--- src/rtl/buzzer_arbiter.sv ---
// Fixed-priority arbiter that drives the shared piezo buzzer for the keypad lock.
// It sequences the tone patterns for key click, accept and reject (beep-gap-beep).
module buzzer_arbiter #(
  parameter int unsigned KEY_HALF = 50000,
  parameter int unsigned KEY_LEN  = 10000000,
  parameter int unsigned OK_HALF  = 25000,
  parameter int unsigned OK_LEN   = 30000000,
  parameter int unsigned ERR_HALF = 100000,
  parameter int unsigned ERR_ON   = 5000000,
  parameter int unsigned ERR_GAP  = 5000000,
  parameter int unsigned CW       = 32
) (
  input  logic       clk,
  input  logic       rst_n,
  input  logic       req_key,
  input  logic       req_ok,
  input  logic       req_err,
  input  logic       mute,
  output logic       buzzer,
  output logic       busy,
  output logic [1:0] active_src,
  output logic       done
);

  // state      | meaning
  // S_IDLE     | silent, waiting for a request
  // S_KEY      | key-click tone
  // S_OK       | accept tone
  // S_ERR_ON1  | first reject beep
  // S_ERR_GAP  | silent gap between reject beeps
  // S_ERR_ON2  | second reject beep
  typedef enum logic [2:0] {
    S_IDLE, S_KEY, S_OK, S_ERR_ON1, S_ERR_GAP, S_ERR_ON2
  } state_t;

  localparam logic [CW-1:0] KEY_HALF_M1 = CW'(KEY_HALF - 1);
  localparam logic [CW-1:0] KEY_LEN_M1  = CW'(KEY_LEN - 1);
  localparam logic [CW-1:0] OK_HALF_M1  = CW'(OK_HALF - 1);
  localparam logic [CW-1:0] OK_LEN_M1   = CW'(OK_LEN - 1);
  localparam logic [CW-1:0] ERR_HALF_M1 = CW'(ERR_HALF - 1);
  localparam logic [CW-1:0] ERR_ON_M1   = CW'(ERR_ON - 1);
  localparam logic [CW-1:0] ERR_GAP_M1  = CW'(ERR_GAP - 1);

  state_t        state, state_nx;
  logic [CW-1:0] dur_cnt, dur_nx;
  logic [CW-1:0] tone_cnt, tone_cnt_nx;
  logic          tone, tone_nx;
  logic          done_q, done_nx;
  logic [1:0]    src, src_nx;

  logic [CW-1:0] len_m1, half_m1;
  logic [1:0]    req_pri;
  logic          dur_end, pat_end;

  always_ff @(posedge clk or negedge rst_n) begin
    if (!rst_n) begin
      state    <= S_IDLE;
      dur_cnt  <= '0;
      tone_cnt <= '0;
      tone     <= 1'b0;
      done_q   <= 1'b0;
      src      <= 2'b00;
    end else begin
      state    <= state_nx;
      dur_cnt  <= dur_nx;
      tone_cnt <= tone_cnt_nx;
      tone     <= tone_nx;
      done_q   <= done_nx;
      src      <= src_nx;
    end
  end

  always_comb begin
    len_m1  = '0;
    half_m1 = '0;
    case (state)
      S_KEY:     begin len_m1 = KEY_LEN_M1; half_m1 = KEY_HALF_M1; end
      S_OK:      begin len_m1 = OK_LEN_M1;  half_m1 = OK_HALF_M1;  end
      S_ERR_ON1: begin len_m1 = ERR_ON_M1;  half_m1 = ERR_HALF_M1; end
      S_ERR_GAP: begin len_m1 = ERR_GAP_M1; half_m1 = ERR_HALF_M1; end
      S_ERR_ON2: begin len_m1 = ERR_ON_M1;  half_m1 = ERR_HALF_M1; end
      default:   begin len_m1 = '0;         half_m1 = '0;          end
    endcase
  end

  // src doubles as the priority of the running pattern (0 when idle).
  assign req_pri = req_err ? 2'd3 : (req_ok ? 2'd2 : (req_key ? 2'd1 : 2'd0));
  assign dur_end = (state != S_IDLE) && (dur_cnt == len_m1);
  assign pat_end = dur_end && (state == S_KEY || state == S_OK || state == S_ERR_ON2);

  always_comb begin
    state_nx    = state;
    dur_nx      = dur_cnt;
    tone_cnt_nx = tone_cnt;
    tone_nx     = tone;
    done_nx     = 1'b0;
    src_nx      = src;
    if (req_pri != 2'd0 && (req_pri >= src || pat_end)) begin
      case (req_pri)
        2'd3:    state_nx = S_ERR_ON1;
        2'd2:    state_nx = S_OK;
        default: state_nx = S_KEY;
      endcase
      dur_nx      = '0;
      tone_cnt_nx = '0;
      tone_nx     = 1'b1;
      src_nx      = req_pri;
    end else if (dur_end) begin
      dur_nx      = '0;
      tone_cnt_nx = '0;
      case (state)
        S_ERR_ON1: begin state_nx = S_ERR_GAP; tone_nx = 1'b0; end
        S_ERR_GAP: begin state_nx = S_ERR_ON2; tone_nx = 1'b1; end
        default: begin
          state_nx = S_IDLE;
          tone_nx  = 1'b0;
          src_nx   = 2'b00;
          done_nx  = 1'b1;
        end
      endcase
    end else if (state == S_ERR_GAP) begin
      dur_nx      = dur_cnt + 1'b1;
      tone_cnt_nx = '0;
      tone_nx     = 1'b0;
    end else if (state != S_IDLE) begin
      dur_nx = dur_cnt + 1'b1;
      if (tone_cnt == half_m1) begin
        tone_cnt_nx = '0;
        tone_nx     = ~tone;
      end else begin
        tone_cnt_nx = tone_cnt + 1'b1;
      end
    end
  end

  assign buzzer     = tone & ~mute;
  assign busy       = (state != S_IDLE);
  assign active_src = src;
  assign done       = done_q;

endmodule

--- config.mk ---
export PLATFORM = sky130hd
export DESIGN_NAME = buzzer_arbiter
export DESIGN_NICKNAME = d
export VERILOG_FILES = /design/src/rtl/buzzer_arbiter.sv
export SDC_FILE = /design/constraint.sdc
export NUM_CORES = 1
export LEC_CHECK = 0
export CORE_MARGIN = 4
export CORE_UTILIZATION = 50
export CTS_BUF_LIST = sky130_fd_sc_hd__clkbuf_16
export CTS_CLUSTER_DIAMETER = 50
export DETAILED_ROUTE_END_ITERATION = 10
export GPL_TIMING_DRIVEN = 0
export PLACE_DENSITY = 0.69
export RECOVER_POWER = 100
export SKIP_CTS_REPAIR_TIMING = 1
export SLEW_MARGIN = 20
export SYNTH_ARGS = -nofsm -noshare
export SYNTH_HDL_FRONTEND = slang
export SYNTH_SLANG_ARGS = --single-unit
--- constraint.sdc ---
create_clock -name clk -period 3 [get_ports clk]
set_input_delay 0.75 -clock clk [delete_from_list [all_inputs] [get_ports clk]]
set_output_delay 0.75 -clock clk [all_outputs]
set_load 0.1 [all_outputs]
* Yosys cells after proc, flatten, opt, wreduce, memory -nomap -nowiden
Cells that the tools add are included.
** Word-level totals
- Bits in registers :: 71
- Word-level logic and storage cells :: 67
- Input port bits :: 6
** Cells by class
- $lt $le $gt $ge :: 1
- $add $sub $neg :: 2
- Bitwise gates (word level) :: 3
- Reduce and logical (&&, ||, !) cells :: 15
- Muxes and demuxes :: 30
- Equal/unequal tests :: 10
** Operator list (count)
- two-way mux 32 bit :: 9
- case mux 25 bit (3 select lines) :: 1
- adder 32 x 1 -> 32 bit, second input constant :: 2
- == test 32 bit :: 2
- case mux 17 bit (3 select lines) :: 1
- two-way mux 1 bit :: 10
- two-way mux 2 bit :: 5
- nonzero test 4 bit :: 2
- == test 3 x 2 -> 1 bit, second input constant :: 2
- == test 3 bit, second input constant :: 2
- two-way mux 3 bit :: 2
- case mux 3 bit (2 select lines) :: 1
- == test 2 bit, second input constant :: 2
- case mux 2 bit (2 select lines) :: 1
- AND reduction 2 bit :: 2
- nonzero test 2 bit :: 2
- == test 3 x 1 -> 1 bit, second input constant :: 1
- logical AND 1 bit :: 3
- logical OR 1 bit :: 3
- nonzero test 3 bit :: 1
- OR reduction 3 bit :: 1
- >= comparator 2 bit :: 1
- != test 2 x 1 -> 1 bit, second input constant :: 1
- NOT 1 bit :: 2
- other kinds (2) :: 2

* Longest topological paths before layout
- Depth after elaboration :: 10
- Mapped depth :: 12

* Worst setup path before layout
No wires, ideal clock.
- Path type :: register to register
- From :: register state[1]
- To :: register tone_cnt[16]
- Period minus slack after synthesis :: 3.045 ns
- Path slack :: -0.045 ns
- Arrival :: 2.925 ns
- Path buffers :: 3
- Library setup time :: 0.120 ns
- Required time :: 2.880 ns
- Cell stages (with the launch flop) :: 12
- Path through :: dfrtp_1 buf_2 inv_1 ha_1 buf_2 or4b_2 mux2i_1 a2111oi_1 a21oi_2 a31oi_4 buf_6 nor2_1
** On the way
- Cells in the longest elaborated chain, start to end :: 9
- Elaborated cells on any way between the ends :: 23
- Those cells by class :: eq/ne: 7; mux: 7; reduce/logical: 9
** RTL lines
- from (decl) :: RTL line 44 : state_t state, state_nx;
- from (signal assigned) :: RTL line 64 : state <= state_nx;
- == test 3 bit (tied with other cells) :: RTL line 76, 89
- OR reduction 3 bit (no source line)
- case mux 17 bit (3 select lines) / case mux 25 bit (3 select lines) (equally long branches) :: RTL line 76 : case (state)
- == test 32 bit, on equally long branches :: RTL line 127, 88
- two-way mux 32 bit / logical AND 1 bit (equally long branches) :: RTL line 127, 88
- two-way mux 32 bit / logical AND 1 bit (equally long branches) :: RTL line 125, 89
- two-way mux 32 bit / logical OR 1 bit (equally long branches) :: RTL line 121, 98
- two-way mux 32 bit / logical AND 1 bit (equally long branches) :: RTL line 108, 98
- two-way mux 32 bit / nonzero test 4 bit (equally long branches)
- to (signal assigned) :: RTL line 66 : tone_cnt <= tone_cnt_nx;
- to (decl) :: RTL line 46 : logic [CW-1:0] tone_cnt, tone_cnt_nx;
Several ways; a longest one is shown, not always the timed one. The select of a mux whose other input is x is not followed.
A chain may end at the register's enable or synchronous reset.

* Worst setup path after layout
- From :: register state[1]
- To :: register tone_cnt[12]
The elaborated chain is that of the path after synthesis.

==> key figures <==
Run status
  – Outcome: complete, but fails checks
  – Violated checks: max-capacitance violations, max-slew violations

Worst setup path
  – Crit path max fanout: 8
  – Data required time at the worst endpoint: 3.22 ns
  – Top cell by count, worst path: buf_6
  – WP buf/inv: 5
  – Worst reg2reg path endpoint: tone_cnt[12]
  – Critical Path Source Type: register
  – Crit end category: register
  – Crit Path Class: register to register
  – CP top delay family: compound AO/OA/AOI/OAI gates
  – Worst R2R Path Depth: 12
  – Critical path arrival: 3.12 ns
  – Worst path max stage delay: 0.54 ns
  – Worst-path cell chain: buf_6 > inv_2 > ha_4 > buf_6 > or4b_4 > mux2i_4 > a2111oi_4 > a21oi_4 > a31oi_4 > buf_12 > clkbuf_16 > nor2_1
  – Reg2Reg Launch Point: state[1]
  – R2R Setup Slk: between 0.09 and 0.1 ns
  – Slowest cell on crit path: or4b_4

Placement
  – Port buffer count: 10
  – Placed insts: about 600
  – Setup Slack @ Placement: -0.804 ns
  – DPL Wire Length: a little over 7000 um
  – GPL Wtd Cong: 0.897

Global route
  – GRT overflow: 0
  – Global-route wire length before repair: 17,200 um
  – Pin count of the biggest net entering global routing: 45
  – Antenna violations before repair: 0
  – Vias in the first global route: 3,567
  – GRT Total Usage: 0.216

Drt
  – Routed wire length: about 10,000 um
  – Vias per Instance: about 6
  – Number of DRC markers in iteration 0: about 170
  – Routed vias: about 3,700
  – WL per Instance: between 15 and 20 um
  – Remaining antenna violation count: 0
  – # DRC: 0
  – Detailed Routing Iterations Pass 1: 5

Synth
  – Avg Synthesized Cell Area: between 8 and 9 um^2
  – Synth Net Count: approximately 480
  – Fraction of the yosys area taken by sequential cells: 0.427
  – Post-synth cell types: 58
  – Number of enable flip-flop cells after synthesis: 0
  – Cell Area, Synth: ~0.0042 mm^2
  – Share of flip-flops with an asynchronous set or reset: 1.00
  – Post-Synthesis Cells: ~470
  – Top FF cell, synth: dfrtp_1
  – Seq cells post-synth: 71
  – Synth warnings: 0

Die
  – Core area: approximately 0.0082 mm^2
  – Full die area: about 0.0099 mm^2
  – Die X: 99.3 um
  – Starting Density: 0.509
  – Cell row count: 33
  – Die Y: 99.3 um
  – IO Count: 11

Final layout
  – Nets: around 520
  – Layout cells sized above 1: 0.150
  – # diodes: 0
  – Fillcell total: slightly below 700
  – Post-route non-filler standard cell count: just over 600
  – Area growth syn-to-layout: 21.4%
  – Final Core Density: 0.619

STA
  – Maximum clock frequency: around 0.34 GHz
  – Final Hold Viols: 0
  – Final setup violation count: 0
  – WHS: just over 0.5 ns
  – Setup WS post-layout: approximately 0.097 ns
  – Measured slew at the worst slew-check pin: around 1.7 ns
  – Slew margin rel.: -0.151
  – Final clock period utilization by the worst path: 0.968
  – Final Critical Period: about 2.9 ns
  – Worst Clk Skew: 0.00617 ns
  – Slew Viols, Final: 28
  – RSZ-0062 raised after global routing: no

Power
  – PD cells: between 700 and 800 mW/mm^2
  – Leakage power: between 2 and 2.5 nW
  – Total power: around 3.9 mW
  – Maximum vdd drop: ~0.46 mV

Clock network
  – Clk Latency, worst-skew pair: about 0.33 ns
  – Clock root cell: clkbuf_16
  – CTS Buf Count: 9
  – Clk buf depth: 2
  – Sink Count: 71
  – H-tree Lvls: 3
  – Reg clk slew, reported paths: around 0.06 ns
  – CTS tree: built

Hold path
  – Hold path start: active_src[0]
  – HP Class: register to register
  – Hold EP: active_src[0]
  – Hold-critical path depth: 1

Job
  – Reported max-cap violation count: 1
cell families (layout without fill, tap and decap cells):
family / after synthesis / count (layout) / synth area share
AOI/OAI and AO/OA: 74 / 74 / 0.122
adders and majority gates: 5 / 5 / 0.0150
xor gates and xnor gates: 44 / 44 / 0.0925
DFF: 71 / 71 / 0.427
and+or+nand+nor: 237 / 237 / 0.293
buffers and inverters: 38 / 80 / 0.0409
muxes: 4 / 4 / 0.00991
Yosys cell counts, types with 2 or more instances:
cell / count / area [um^2]
xnor2_1: 30 / 263
and3b_1: 2 / 17.5
a22oi_1: 2 / 15.0
nor2_1: 72 / 270
a2bb2oi_1: 2 / 17.5
or2_2: 2 / 12.5
nand3_1: 20 / 100
nand2_1: 31 / 116
nand2b_1: 4 / 25.0
mux2i_1: 3 / 30.0
a21o_1: 4 / 30.0
o21a_1: 2 / 15.0
buf_2: 7 / 35.0
a2111oi_0: 2 / 17.5
nor3_1: 21 / 105
a21oi_1: 13 / 65.1
clkbuf_1: 7 / 26.3
o21ai_0: 25 / 125
o2111ai_1: 4 / 35.0
nor4_1: 11 / 68.8
and4_1: 6 / 52.6
o31ai_1: 2 / 15.0
and2_1: 6 / 37.5
a22o_1: 5 / 43.8
xor2_1: 14 / 123
and3_1: 13 / 81.3
or4_1: 3 / 22.5
nand4_1: 17 / 106
buf_6: 2 / 22.5
dfrtp_1: 71 / 1780
ha_1: 5 / 62.6
nor4b_1: 2 / 17.5
or3_1: 10 / 62.6
inv_1: 20 / 75.1
nor2b_1: 10 / 62.6
cells in the final DEF, fill, tap and decap left out, types with 4 or more instances in the layout:
master	count
a21o_1	4
a21oi_1	10
a22o_1	5
and2_1	6
and3_1	13
and4_1	6
buf_4	13
buf_6	7
clkbuf_1	6
clkbuf_16	11
dfrtp_1	71
ha_1	4
inv_1	20
nand2_1	30
nand2b_1	4
nand3_1	20
nand4_1	17
nor2_1	70
nor2b_1	10
nor3_1	17
nor4_1	8
o2111ai_1	4
o21ai_0	24
or3_1	10
xnor2_1	30
xor2_1	14
per-stage QoR:
step	cell area, um^2	TNS, ns
global placement	4400	-123.17
CTS	4720	-24.40
detailed placement	4430	-31.36
floorplan	4170	0
finish	5060	0
global route	5060	0
how the worst max path moves through the flow:
stage               startpoint      endpoint  cells after the start  slack (ns)
global route           req_err   dur_cnt[17]                     11        0.02
floorplan             state[1]  tone_cnt[16]                     11        0.07
global placement         rst_n    dur_cnt[3]                      1       -1.32
CTS                   state[1]          busy                      4       -0.77
detailed placement      req_ok    dur_cnt[6]                     11       -0.80
finish                state[1]  tone_cnt[12]                     12         0.1
where the power goes:
part           switching (mW)  leakage [nW]  internal [mW]
combinational            1.05         0.977          0.766
clock                   0.401         0.146          0.637
sequential             0.0546         0.973           1.02
total                    1.51          2.10           2.42
state kept, by name, indices dropped and copies added, names as in the netlist:
register and flops:
active_src 2, state 3, done 1, dur_cnt 32, tone 1, tone_cnt 32
layout make-up:
cell class	instances	area, um^2	area share
Sequential cell	71	1780	0.351
Inverter	20	75.1	0.0148
Multi-Input combinational cell	364	2380	0.470
Buffer	17	126	0.0250
Clock inverter	7	65.1	0.0129
Clock buffer	9	225	0.0445
Timing Repair Buffer	27	280	0.0554
Tap cell	105	131	0.0260
routing by layer:
| metal | vias to the layer above | routed length [um] | GRT usage | share of wire |
|---|---|---|---|---|
| li1 | 1757 | - | - | - |
| met1 | 1806 | 4430 | 0.267 | 0.42 |
| met2 | 86 | 5420 | 0.369 | 0.52 |
| met3 | 21 | 433 | 0.0428 | 0.041 |
| met4 | 0 | 206 | 0.0882 | 0.020 |
| met5 | - | 0 | 0 | 0 |
(Power assumes the default switching activity.)
